==> config.mk <==
export PLATFORM = sky130hd
export DESIGN_NAME = sr_updown_counter
export DESIGN_NICKNAME = d
export VERILOG_FILES = /design/src/rtl/sr_updown_counter.sv
export SDC_FILE = /design/constraint.sdc
export NUM_CORES = 1
export LEC_CHECK = 0
export CAP_MARGIN = 20
export CORE_AREA = 8 8 45 47
export DETAILED_ROUTE_END_ITERATION = 16
export DIE_AREA = 0 0 53 55
export SLEW_MARGIN = 0
export SYNTH_ARGS = -nofsm -noshare
export SYNTH_HDL_FRONTEND = slang
export SYNTH_SLANG_ARGS = --single-unit
==> constraint.sdc <==
create_clock -name clk -period 1.4 [get_ports clk]
set_input_delay 0.28 -clock clk [delete_from_list [all_inputs] [get_ports clk]]
set_output_delay 0.28 -clock clk [all_outputs]
set_load 0.05 [all_outputs]
==> src/rtl/sr_updown_counter.sv <==
// Parametrised up/down modulo counter with synchronous clear/load and a registered terminal-count pulse.
// Define COUNTER_SAT_EN to build the saturating variant (holds at the bounds instead of wrapping).
module sr_updown_counter #(
    parameter int WIDTH   = 3,
    parameter int MODULUS = 8
) (
    input  logic             clk,
    input  logic             rst,
    input  logic             en,
    input  logic             up,
    input  logic             clr,
    input  logic             load,
    input  logic [WIDTH-1:0] din,
    output logic [WIDTH-1:0] count,
    output logic             tc,
    output logic             zero
);

    localparam logic [WIDTH-1:0] MAX = WIDTH'(MODULUS - 1);
    localparam logic [WIDTH-1:0] ONE = WIDTH'(1);

    logic [WIDTH-1:0] count_next;
    logic             tc_next;

    always_comb begin
        // NOTE: defaults first so every path assigns both signals and no latch is inferred.
        count_next = count;
        tc_next    = 1'b0;
        if (clr) begin
            count_next = '0;
        end else if (load) begin
            count_next = (din > MAX) ? MAX : din;
        end else if (en && up) begin
            if (count >= MAX) begin
`ifdef COUNTER_SAT_EN
                count_next = MAX;
`else
                count_next = '0;
`endif
                tc_next    = 1'b1;
            end else begin
                count_next = count + ONE;
            end
        end else if (en) begin
            if (count == '0) begin
`ifdef COUNTER_SAT_EN
                count_next = '0;
`else
                count_next = MAX;
`endif
                tc_next    = 1'b1;
            end else begin
                count_next = count - ONE;
            end
        end
    end

    // NOTE: non-blocking assignments for all clocked state avoid simulation ordering races.
    always_ff @(posedge clk or negedge rst) begin
        if (!rst) begin
            count <= '0;
            tc    <= 1'b0;
        end else begin
            count <= count_next;
            tc    <= tc_next;
        end
    end

    assign zero = (count == '0);

endmodule

==> flow_summary_export.csv <==
group,metric,value,unit
cts,cts_tree,"done",
placed_design,gp_congestion,0.789,
global_routing,gr-total-overflow,0,
setup_path,path_delay_family,"flip-flops",
power,switching_share,33.1,%
layout,area_growth,112,%
detailed_routing,via_per_inst,4.48,
synth,synth_seq_cells,4,
floorplan,fp.dieH,55,um
worst_hold_path,hold_class,"primary input to asynchronous set/reset pin",
setup_path,worst_setup_path_end_kind,"primary output",
setup_path,crit_chain,"inv_2, ha_4, nor2b_4, buf_12",
detailed_routing,wl_per_cell,12.7,um
cts,htree_levels,1,
floorplan,die_x,53,um
synth,synth_cells,35,
global_routing,grt_pass1_vias,388,
floorplan,ios,14,
detailed_routing,ant_nets,0,
synth,synth_area_per_cell,9.08,um^2
setup_path,timing.rr.start,"count[0]",
setup_path,max_stage_delay,0.42,ns
timing,final_hold_viol_count,0,
power,netSwitchingPower,185,uW
layout,num-fill-cells,132,
setup_path,cp_num_buf_inv,2,
timing,fin_worst_skew,0.00732,ns
timing,max_freq,681,MHz
flow_run,drv_cap,0,
detailed_routing,drtIter0Drc,7,
floorplan,start_util,23.0,%
layout,final_layout_size_suffix_gt1_share,52.5,%
synth,synth.area.top_cells,"dfrtp_1, ha_1, a221oi_1",
power,p_clk_share,28.9,%
power,ir_drop,0.000290,V
timing,whs,0.235,ns
synth,synth_area_leader_cell,"dfrtp_1",
floorplan,row_count,14,
global_routing,grt_max_degree,8,
cts,cts_buffers,3,
layout,diodes,0,
cts,clk_latency,0.24,ns
synth,syn-cell-area,318,um^2
setup_path,crit_type,"flop to primary output",
timing,worstMarginPinSlew,0.240,ns
timing,max_slew_margin,83.9,%
placed_design,hpwlAfterDp,650,um
cts,cts_sinks,4,
outcome,violations,"setup timing",
timing,finalSetupViolations,2,
global_routing,grt_pass1_wl,1640,um
cts,cts_buffer_depth,2,
cts,path_clk_slew,0.04,ns
cts,cts-root-buf,"clkbuf_4",
power,comb_power_share,45.8,%
floorplan,core-area,1380,um^2
timing,worst_slack,-0.0676,ns
synth,yosysTopAreaCellShare,31.5,%
layout,fin_util,48.7,%
power,pwr-share-seq,25.3,%
setup_path,start_kind,"flop",
timing,setup_tns,-0.0749,ns
detailed_routing,wl,975,um
setup_path,slowest_stage,"dfrtp_2",
setup_path,cp_max_fo,2,
layout,final_nets,75,
timing,min_period_over_period,105,%
synth,ys_seq_area_share,31.5,%
setup_path,cp.required,1.12,ns
timing,slew_violations,0,
detailed_routing,num_vias,345,
synth,synth_cell_type_count,20,
synth,ys_warn_count,0,
power,power.total,561,uW
detailed_routing,route.detailed.drc,0,
synth,syn_nets,48,
global_routing,antenna_found_initial,0,
floorplan,die_area,2920,um^2
placed_design,place.port_buffers,13,
power,p_leak,0.000289,uW
detailed_routing,firstDrtPassIters,4,
timing,min_period,1.47,ns
power,p_int,375,uW
setup_path,critPathLaunch,"count[0]",
setup_path,arrival,1.19,ns
global_routing,groute.usage.overall,7.84,%
timing,rsz0062_at_grt,"yes",
outcome,status,"complete, but fails checks",
power,power_density,831,nW/um^2
power by group through the flow:
stage / sequential (uW) / clock, uW / combinational [uW]
2_1_floorplan: 169 / 0 / 81.0
3_3_place_gp: 145 / 0 / 206
3_5_place_dp: 145 / 0 / 207
4_1_cts: 142 / 165 / 256
5_1_grt: 143 / 179 / 275
6_report: 142 / 162 / 257
synthesized netlist by cell type (all sizes together):
cell and count:
xnor2 2, dfrtp 4, buf 2, or2 1, nor3 1, a311oi 2, ha 4, o211ai 1
nand2 1, a221oi 2, nor2b 1, mux2i 1, a21oi 2, nor2 4, nand3 1, o21ai 1
inv 5
logic make-up (layout without fill, tap and decap cells):
kind of cell / Yosys count / after routing / share of synthesized area [%]
adders and majority gates: 4 / 4 / 15.7
xor gates and xnor gates: 2 / 2 / 5.51
muxes: 1 / 1 / 3.15
DFF: 4 / 4 / 31.5
and+or+nand+nor: 9 / 9 / 13.0
AOI/OAI and AO/OA: 8 / 8 / 20.1
buffers and inverters: 7 / 33 / 11.0
per-stage QoR:
step / area, um^2 / std cells / worst slack (ns)
2_1_floorplan: 339 / 35 / -0.0313
3_3_place_gp: 546 / 65 / -0.0532
3_5_place_dp: 546 / 65 / -0.0698
4_1_cts: 674 / 77 / -0.0626
5_1_grt: 674 / 77 / -0.106
6_report: 674 / 77 / -0.0676
state kept, by name (all words and copies together), names as in the netlist:
register	cells
count	3
tc	1
layout by cell type, fill, tap and decap left out, drive strengths merged:
master         count
or2                1
clkbuf             4
mux2i              1
nor2               4
inv                5
ha                 4
nor2b              1
buf               16
a21oi              2
a311oi             2
xnor2              2
clkdlybuf4s50      8
a221oi             2
o211ai             1
dfrtp              4
o21ai              1
nor3               1
nand3              1
nand2              1
cell type report:
| class | instances | area (um^2) | area share, % |
|---|---|---|---|
| clock buffers | 4 | 26.3 | 3.90 |
| flip-flops and latches | 4 | 104 | 15.4 |
| multi-input cells | 24 | 235 | 34.9 |
| repair buffers | 24 | 270 | 40.1 |
| well taps | 16 | 20.0 | 2.97 |
| inverters | 5 | 18.8 | 2.78 |
per-layer routing:
layer / track usage (%) / part of all wire, % / vias up
li1: - / - / 174
met1: 7.36 / 38 / 164
met2: 14.1 / 58 / 7
met3: 1.34 / 3.5 / 0
met4: 7.76 / 0 / 0
met5: 0 / 0 / -
final timing paths:
check | endpoint | slack [ns] | depth (start not counted)
min in group clk | count[1] | 0.60 | 3
max | zero | -0.07 | 4
min | count[1] | 0.23 | 1
max reg2reg | count[2] | -0.01 | 6
max in group asynchronous | count[2] | 0.98 | 1
min reg2reg | count[2] | 0.70 | 2
what timing repair did:
action / 4_1_cts / 5_1_grt
setup buffers: 8 / 0
pin swaps: 5 / 5
setup endpoints to repair: 1 / 2
gates resized for setup: 7 / 0
hold buffers: 0 / 0
Power figures use the tool's default switching activity.
